**config.mk**
```make
export PLATFORM = sky130hd
export DESIGN_NAME = muldiv_unit_flat
export DESIGN_NICKNAME = d
export VERILOG_FILES = /design/src/rtl/muldiv_unit_if.sv /design/src/rtl/muldiv_unit.sv /design/src/flat_wrapper.sv
export SDC_FILE = /design/constraint.sdc
export NUM_CORES = 1
export LEC_CHECK = 0
export CAP_MARGIN = 20
export CORE_MARGIN = 2
export CORE_UTILIZATION = 45
export DETAILED_ROUTE_END_ITERATION = 16
export GPL_TIMING_DRIVEN = 0
export PLACE_DENSITY = 0.66
export SYNTH_ARGS = -nofsm -noshare
export SYNTH_HDL_FRONTEND = slang
export SYNTH_SLANG_ARGS = --single-unit
```
**constraint.sdc**
```tcl
create_clock -name clk -period 4.55 [get_ports clk]
set_clock_uncertainty 0.2 [all_clocks]
set_input_delay 0.6825 -clock clk [delete_from_list [all_inputs] [get_ports clk]]
set_output_delay 0.6825 -clock clk [all_outputs]
set_load 0.01 [all_outputs]
```
**src/rtl/muldiv_unit_if.sv**
```systemverilog
// Request/result bundle for the multiply/divide unit: request strobe and
// operands in, status pulses and the architectural HI/LO registers out.
interface muldiv_unit_if #(
  parameter int WIDTH = 32
);
  logic             start;
  logic [2:0]       op;
  logic [WIDTH-1:0] a;
  logic [WIDTH-1:0] b;
  logic             busy;
  logic             done;
  logic             div_by_zero;
  logic [WIDTH-1:0] hi;
  logic [WIDTH-1:0] lo;

  modport master (
    output start, op, a, b,
    input  busy, done, div_by_zero, hi, lo
  );

  modport slave (
    input  start, op, a, b,
    output busy, done, div_by_zero, hi, lo
  );
endinterface

```
**src/rtl/muldiv_unit.sv**
```systemverilog
// Iterative MIPS-style multiply/divide unit with HI/LO registers.
// One radix-2 step per enabled cycle; signed ops run on magnitudes and
// the signs are restored in a final fix-up cycle.
//
// state  | meaning
// -------+---------------------------------------------------------------
// IDLE   | waiting for start; MTHI/MTLO are handled here in one edge
// CALC   | WIDTH shift-add (multiply) or restoring shift-subtract steps
// FIX    | sign correction and commit to HI/LO, or divide-by-zero report
module muldiv_unit #(
  parameter int WIDTH = 32,
  parameter int CNT_W = $clog2(WIDTH) + 1
) (
  input  logic clk,
  input  logic reset,
  input  logic clk_enable,
  muldiv_unit_if.slave bus
);

  localparam logic [2:0] OP_MULT  = 3'b000;
  localparam logic [2:0] OP_MULTU = 3'b001;
  localparam logic [2:0] OP_DIV   = 3'b010;
  localparam logic [2:0] OP_DIVU  = 3'b011;
  localparam logic [2:0] OP_MTHI  = 3'b100;
  localparam logic [2:0] OP_MTLO  = 3'b101;

  localparam logic [1:0] S_IDLE = 2'd0;
  localparam logic [1:0] S_CALC = 2'd1;
  localparam logic [1:0] S_FIX  = 2'd2;

  logic [1:0]       state;
  logic [CNT_W-1:0] cnt;
  logic [WIDTH-1:0] acc_hi;    // partial product high half / running remainder
  logic [WIDTH-1:0] acc_lo;    // multiplier bits / dividend bits becoming quotient
  logic [WIDTH-1:0] opd_b;     // multiplicand / divisor magnitude
  logic             is_div;
  logic             neg_q;     // product or quotient must be negated at commit
  logic             neg_r;     // remainder must be negated at commit
  logic             dbz_pend;
  logic [WIDTH-1:0] hi_q;
  logic [WIDTH-1:0] lo_q;
  logic             done_q;
  logic             dbz_q;

  logic               sgn_op;
  logic [WIDTH-1:0]   abs_a;
  logic [WIDTH-1:0]   abs_b;
  logic [WIDTH:0]     mul_sum;
  logic [WIDTH:0]     div_shift;
  logic [WIDTH-1:0]   div_sub;
  logic               div_ge;
  logic [2*WIDTH-1:0] prod_fix;
  logic [WIDTH-1:0]   quot_fix;
  logic [WIDTH-1:0]   rem_fix;

  // Operand magnitudes at accept, one iteration step, and sign fix-up values.
  always_comb begin
    sgn_op    = (bus.op == OP_MULT) || (bus.op == OP_DIV);
    abs_a     = (sgn_op && bus.a[WIDTH-1]) ? -bus.a : bus.a;
    abs_b     = (sgn_op && bus.b[WIDTH-1]) ? -bus.b : bus.b;
    mul_sum   = {1'b0, acc_hi} + (acc_lo[0] ? {1'b0, opd_b} : '0);
    div_shift = {acc_hi, acc_lo[WIDTH-1]};
    div_ge    = div_shift >= {1'b0, opd_b};
    // The true difference is below 2**WIDTH whenever it is used, so the
    // truncated subtraction is exact.
    div_sub   = div_shift[WIDTH-1:0] - opd_b;
    prod_fix  = neg_q ? -{acc_hi, acc_lo} : {acc_hi, acc_lo};
    quot_fix  = neg_q ? -acc_lo : acc_lo;
    rem_fix   = neg_r ? -acc_hi : acc_hi;
  end

  // Sequencer, datapath and HI/LO; reset outranks the enable, the enable stalls all.
  always_ff @(posedge clk) begin
    if (!reset) begin
      state    <= S_IDLE;
      cnt      <= '0;
      acc_hi   <= '0;
      acc_lo   <= '0;
      opd_b    <= '0;
      is_div   <= 1'b0;
      neg_q    <= 1'b0;
      neg_r    <= 1'b0;
      dbz_pend <= 1'b0;
      hi_q     <= '0;
      lo_q     <= '0;
      done_q   <= 1'b0;
      dbz_q    <= 1'b0;
    end else if (clk_enable) begin
      done_q <= 1'b0;
      dbz_q  <= 1'b0;
      case (state)
        S_IDLE: begin
          if (bus.start) begin
            case (bus.op)
              OP_MULT, OP_MULTU, OP_DIV, OP_DIVU: begin
                acc_hi <= '0;
                acc_lo <= abs_a;
                opd_b  <= abs_b;
                is_div <= bus.op[1];
                neg_q  <= sgn_op && (bus.a[WIDTH-1] ^ bus.b[WIDTH-1]);
                neg_r  <= sgn_op && bus.a[WIDTH-1];
                cnt    <= '0;
                if (bus.op[1] && (bus.b == '0)) begin
                  dbz_pend <= 1'b1;
                  state    <= S_FIX;
                end else begin
                  dbz_pend <= 1'b0;
                  state    <= S_CALC;
                end
              end
              OP_MTHI: hi_q <= bus.a;
              OP_MTLO: lo_q <= bus.a;
              default: ;
            endcase
          end
        end
        S_CALC: begin
          if (is_div) begin
            acc_hi <= div_ge ? div_sub : div_shift[WIDTH-1:0];
            acc_lo <= {acc_lo[WIDTH-2:0], div_ge};
          end else begin
            acc_hi <= mul_sum[WIDTH:1];
            acc_lo <= {mul_sum[0], acc_lo[WIDTH-1:1]};
          end
          cnt <= cnt + 1'b1;
          if (cnt == CNT_W'(WIDTH - 1)) state <= S_FIX;
        end
        S_FIX: begin
          if (dbz_pend) begin
            dbz_q <= 1'b1;
          end else if (is_div) begin
            lo_q <= quot_fix;
            hi_q <= rem_fix;
          end else begin
            {hi_q, lo_q} <= prod_fix;
          end
          done_q <= 1'b1;
          state  <= S_IDLE;
        end
        default: state <= S_IDLE;
      endcase
    end
  end

  assign bus.busy        = (state != S_IDLE);
  assign bus.done        = done_q;
  assign bus.div_by_zero = dbz_q;
  assign bus.hi          = hi_q;
  assign bus.lo          = lo_q;

endmodule

```
**src/flat_wrapper.sv**
```systemverilog
// flat-port wrapper written by rule: the top's interface ports become plain ports
module muldiv_unit_flat 
#(
  parameter int WIDTH = 32,
  parameter int CNT_W = $clog2(WIDTH) + 1
)
  (clk, reset, clk_enable, bus_start, bus_op, bus_a, bus_b, bus_busy, bus_done, bus_div_by_zero, bus_hi, bus_lo);
  muldiv_unit_if #(.WIDTH(WIDTH)) bus_i ();
  input  logic clk;
  input  logic reset;
  input  logic clk_enable;
  input wire logic [$bits(bus_i.start)-1:0] bus_start;
  input wire logic [$bits(bus_i.op)-1:0] bus_op;
  input wire logic [$bits(bus_i.a)-1:0] bus_a;
  input wire logic [$bits(bus_i.b)-1:0] bus_b;
  output wire logic [$bits(bus_i.busy)-1:0] bus_busy;
  output wire logic [$bits(bus_i.done)-1:0] bus_done;
  output wire logic [$bits(bus_i.div_by_zero)-1:0] bus_div_by_zero;
  output wire logic [$bits(bus_i.hi)-1:0] bus_hi;
  output wire logic [$bits(bus_i.lo)-1:0] bus_lo;
  assign bus_i.start = bus_start;
  assign bus_i.op = bus_op;
  assign bus_i.a = bus_a;
  assign bus_i.b = bus_b;
  assign bus_busy = bus_i.busy;
  assign bus_done = bus_i.done;
  assign bus_div_by_zero = bus_i.div_by_zero;
  assign bus_hi = bus_i.hi;
  assign bus_lo = bus_i.lo;
  muldiv_unit #(.WIDTH(WIDTH), .CNT_W(CNT_W)) u_core (.clk(clk), .reset(reset), .clk_enable(clk_enable), .bus(bus_i));
endmodule
```
== Word level (Yosys, flattened, before mapping) ==
Index checks and enable logic that the tools add are counted.
Storage, ports and cells
  register bits: 174
  word-level logic and storage cells: 91
Operators by class
  add/subtract/negate cells: 8
  magnitude comparators: 1
  eq/ne operators: 14
  muxes and demuxes: 37
  bitwise logic cells: 1
  reductions and logical operators: 17
Operator list (count)
  32-bit two-way mux: 20
  32-bit one-hot mux with 2 select lines: 4
  32-bit negation: 4
  64-bit two-way mux: 1
  64-bit negation: 1
  32-bit by 33-bit adder with 33-bit output: 1
  33-bit by 32-bit greater-or-equal comparator with 1-bit output: 1
  32-bit zero test: 1
  32-bit subtractor: 1
  6-bit two-way mux: 2
  6-bit one-hot mux with 2 select lines: 1
  4-bit AND reduction: 3
  2-bit != test, second input constant: 5
  5-bit AND reduction: 2
  2-bit two-way mux: 4
  6-bit by 1-bit adder with 6-bit output, second input constant: 1
  3-bit by 2-bit equality test with 1-bit output, second input constant: 2
  3-bit equality test, second input constant: 2
  6-bit by 5-bit equality test with 1-bit output, second input constant: 1
  2-bit nonzero test: 3
  1-bit logical AND: 4
  1-bit two-way mux: 4
  2-bit one-hot mux with 2 select lines: 1
  4-bit OR reduction: 1
  8 further kinds: 8

== Longest topological paths before layout ==
  word-level depth: 7
  gate-level depth with buffers: 14
  gate-level depth less buffers: 13

== Worst setup path before layout ==
OpenSTA, ideal clock, no wires.
  path type: reg2reg
  start: register u_core.acc_lo[31]
  end: register u_core.acc_hi[24]
  setup time: 117 ps
  arrival time: 2933 ps
  required time: 4233 ps
  slack: 1299 ps
  cell stages (with the launch flop): 14
  clock period less this slack: 3251 ps
  path through: dfxtp_1 inv_1 ha_1 inv_1 fa_1 a21o_1 a221o_1 nand3_1 a21oi_1 o41ai_1 o21ai_0 xnor2_1 o211ai_1 a32o_1
On the way
  word-level cells in the longest chain between the ends: 4
  elaborated cells on any way between the ends: 5
  those cells by class: add/sub: 1; order compare: 1; mux: 3
Ends and longest elaborated chain
  from (decl): RTL line muldiv_unit.sv:34  | logic [WIDTH-1:0] acc_lo;
  from (signal assigned): RTL line muldiv_unit.sv:97  | acc_lo <= abs_a;
  from (signal assigned): RTL line muldiv_unit.sv:120  | acc_lo <= {acc_lo[WIDTH-2:0], div_ge};
  from (signal assigned): RTL line muldiv_unit.sv:123  | acc_lo <= {mul_sum[0], acc_lo[WIDTH-1:1]};
  32-bit subtractor or 33-bit by 32-bit greater-or-equal comparator with 1-bit output (tied branches): RTL line muldiv_unit.sv:66, muldiv_unit.sv:63
  32-bit two-way mux (*): RTL line muldiv_unit.sv:119  | acc_hi <= div_ge ? div_sub : div_shift[WIDTH-1:0];
  32-bit two-way mux (*): RTL line muldiv_unit.sv:118  | if (is_div) begin
  32-bit one-hot mux with 2 select lines (*): RTL line muldiv_unit.sv:91  | case (state)
  to (signal assigned): RTL line muldiv_unit.sv:119
  to (signal assigned): RTL line muldiv_unit.sv:122  | acc_hi <= mul_sum[WIDTH:1];
  to (decl): RTL line muldiv_unit.sv:33  | logic [WIDTH-1:0] acc_hi;
Every way passes the cells marked *; elsewhere a longest branch is shown, timed or not.
A chain may end at the register's enable or synchronous reset.

== Worst setup path after layout ==
  start: register u_core.acc_lo[0]
  end: register u_core.acc_hi[31]
On the way
  word-level cells in the longest chain between the ends: 4
Ends and longest elaborated chain
  32-bit two-way mux: RTL line muldiv_unit.sv:61  | mul_sum = {1'b0, acc_hi} + (acc_lo[0] ? {1'b0, opd_b} : '0);
  32-bit by 33-bit adder with 33-bit output: RTL line muldiv_unit.sv:61
  32-bit two-way mux: RTL line muldiv_unit.sv:118
  32-bit one-hot mux with 2 select lines: RTL line muldiv_unit.sv:91
Every way passes these cells.

==> metrics list <==
* Routability congestion estimate: between 0.9 and 1
* Leading area contributor after synthesis: dfxtp_1
- The synthesized design contains 0 enable-type register cells.
- The slowest stage of the critical path belongs to the cell a211oi_1.
- Class of the tightest hold or removal check: reg -> reg
- Min setup slack post-route: 0.2602 ns
- Syn Nets: between 2000 and 2500
- The cell count after synthesis came out at 1974.
* Depth of the CTS H-tree: 4
- Mean cell area of the mapped netlist: about 7.3 um2
- Power density over cell area: 279.4 nW/um2
- Number of warnings reported in the yosys synthesis log: 0
- Dividing the detail-routed wire length by the instance count gives around 23 um.
- Die Area: 33390 um2
* Detail-routed via count per cell: a little over 6
* Row count: 65
* Leakage power of the design: 6.293 nW
- Clock tree root buffer cell: clkbuf_16
- Worst vdd rail ir drop: 0.2825 mV
* Synth top cells by count: nor2_1, a21oi_1, dfxtp_1, nand2_1, o21ai_0
- Total DRC errors in the routed layout: 0
- Port buffering added between 100 and 150 buffers.
- The share of synthesized area in the top cell type comes to about a quarter.
* Psw: around 0.0018 W
- The initial utilization of the core area, before any placement, comes to a little under half.
- Boundary Pins: ~140
- From synthesis to final layout, the design area changed by 17.29%.
- Post-CTS Setup Bufs: 0
* Worst-case setup slack after placement: around 0.23 ns
* Gr usage total: around a third
* Worst-case clock buffer depth: 2
- Headroom to the max-slew limit came out at between 30% and 40%.
* Max-cap violation count: 0
- Type of destination of the critical path: register
* Relative contribution of sequential cells to total power: a little over a third
- Data arrival at the endpoint of the critical path: 4.48 ns
- Leading cell type by number of instances after synthesis: nor2_1
* Crit-path cells: clkinv_1, clkbuf_1, nor2_1, ha_1, and3_1, nand2_1, a211o_1, a211oi_1, o41ai_2, a21boi_0, o21ai_0, a21oi_1, a22o_1
* Final Cycle Share: between 90% and 100%
* Stage delay of the slowest cell on the critical path: 0.55 ns
* Number of routed nets with antenna violations: 0
* Wire length reported by the detailed router: about 59000 um
- The internal power of the cells totals 0.002947 W.
- RSZ-0062 raised after global routing: false
- Wire length of the first global-routing pass: between 80000 and 90000 um
- The net count of the finished layout is 2272.
- The critical path in this run is classified as reg -> reg.
- The flow ran to the end, and the final reports show no timing, DRC or antenna violations.
- DPL Wire Length: between 40000 and 50000 um
* Total vias in the final route: approximately 16000
* Final worst path period need: between 4 and 5 ns
- Share of final-layout standard cells stronger than drive strength 1: under 10%
- Max-slew violation count: 0
- Top cells by area, synth: dfxtp_1, nor2_1, a21oi_1
- Portion of total power attributed to the clock network: 32.4%
- DRC violation total after the first TritonRoute iteration: between 1500 and 2000
- Cells on Worst Hold Path: 2
- The clock drives 174 sinks.
- The cell area that synthesis handed to floorplanning was around 14000 um2.
- Share of async-settable or async-resettable flops after synthesis: 0%
- Final setup violation count: 0
- Critical-path maximum fanout: 10
- The initial antenna violation count is 1.
- The pre-antenna-repair detailed-routing pass consisted of 6 iterations.
- Per report_power, the combinational group accounts for about a third of the total.
* Most used DFF post-synth: dfxtp_1
- Counting flops and latches in the post-synthesis netlist gives 174.
* Number of global-route vias before repair: around 15000
- Sw Ratio: between 30% and 40%
* Library cells used by synthesis: 84
* Transition time at the pin with the least slew margin: ~1 ns
- TritonCTS clock tree: built
- The number of clock buffers added by TritonCTS is 17.
* Total inserted antenna cells: 0
- Endpoint required time on the critical path: about 4.7 ns
- For the final routed database, the setup TNS stands at 0 ns.
* Achievable Freq: 0.2331 GHz
- The floorplan step set the die height to around 180 um.
- Clock-pin slew was measured on the worst setup and hold paths at approximately 0.07 ns.
- Depth of the most critical reg-to-reg path: 13
- Sequential cells were found to cover around a quarter of the synthesized design area.
- Largest net degree at the start of global routing: 17
- The final-report hold violation count was 0.
* Source-to-sink clock delay at the later pin of the worst-skew pair: between 0.4 and 0.5 ns
* Filler Cells Inserted: about 3100
- Placeable Area: about 31000 um2
- After global routing the overflow that remains totals 0.
- In this run the horizontal extent of the chip is 182.7 um.
* CP startpoint kind: register
power groups by stage:
stage	Combinational (W)	Clock [W]	Sequential, W
2_1_floorplan	0.000977	0	0.00168
3_3_place_gp	0.00146	0	0.00170
3_5_place_dp	0.00147	0	0.00170
4_1_cts	0.00148	0.00152	0.00167
5_1_grt	0.00163	0.00157	0.00167
6_report	0.00152	0.00153	0.00167
placed cells by master, fill, tap and decap left out, drive strengths merged, types with 14 or more instances in the layout:
master	count
nor2	292
a21oi	213
dfxtp	174
nand2	154
clkdlybuf4s50	137
o21ai	120
clkbuf	118
a211oi	92
xor2	88
xnor2	75
inv	70
ha	69
nand3	53
mux2i	42
nor3	41
buf	27
and2	23
o31ai	22
o41ai	20
nand4	19
nor4	19
nor2b	18
or3	18
a31oi	17
a21o	16
a22o	16
and3	15
o211ai	14
logic make-up after synthesis:
logic type               count (synthesis)  share of synthesized area, %
multiplexers                            44                         3.081
XOR/XNOR                               163                         9.930
flip-flops                             174                         24.23
AO/OA/AOI/OAI                          627                         28.05
buffers and inverters                  192                         5.265
AND/OR/NAND/NOR                        703                         23.16
adder cells (fa/ha/maj)                 71                         6.284
critical path, delay by kind of cell (launching register included):
kind	cells	cell delay, ns
flops	1	0.51
fa+ha+maj	1	0.21
simple gates	3	0.58
buf+inv	2	0.72
compound gates	7	2.00
what timing repair did:
action | 4_1_cts | 5_1_grt
resized for setup | 0 | 3
setup endpoints to repair | 0 | 5
hold buffers | 0 | 0
per-stage QoR:
stage          hold WS [ns]  instance area, um2  power [W]  instances  utilization, %
2_1_floorplan        0.2319               14380   0.002652       1974               -
3_3_place_gp         0.2391               16250   0.003164       2513           51.63
3_5_place_dp         0.2389               16250   0.003169       2513           51.63
4_1_cts              0.2553               16840   0.004665       2545           53.51
5_1_grt              0.2671               16860   0.004880       2545           53.58
6_report             0.2519               16860   0.004711       2545           53.58
routing by layer:
layer / track usage [%] / up-vias / wire length, um / part of all wire [%]
li1: - / 7459 / - / -
met1: 43.78 / 7427 / 24630 / 41
met5: 0 / - / 0 / 0
met4: 19.52 / 0 / 3553 / 6.0
met2: 56.99 / 778 / 26570 / 45
met3: 6.553 / 157 / 4698 / 7.9
area by class of cell:
cell class / instances / area (um2) / share of cell area [%]
repair buffers: 137 / 1371 / 8.132
well taps: 402 / 503.0 / 2.983
inverters: 67 / 251.5 / 1.491
clock buffers: 20 / 466.7 / 2.768
multi-input cells: 1608 / 10160 / 60.23
clock inverters: 12 / 125.1 / 0.7420
plain buffers: 125 / 505.5 / 2.998
flip-flops and latches: 174 / 3483 / 20.66
final timing paths:
kind              slack [ns]                 to              start
setup / recovery        0.26  u_core.acc_hi[31]   u_core.acc_lo[0]
hold / removal          0.25  u_core.bus.hi[13]  u_core.bus.hi[13]
setup reg to reg        0.26  u_core.acc_hi[31]   u_core.acc_lo[0]
hold reg to reg         0.25  u_core.bus.hi[13]  u_core.bus.hi[13]
state kept, by name, summed over array words and instances, names as in the netlist:
signal	cells
u_core.is_div	1
u_core.dbz_pend	1
u_core.state	2
u_core.cnt	6
u_core.neg_q	1
u_core.bus.hi	32
u_core.bus.done	1
u_core.bus.div_by_zero	1
u_core.bus.lo	32
u_core.acc_lo	32
u_core.opd_b	32
u_core.neg_r	1
u_core.acc_hi	32
(Power assumes the default switching activity.)
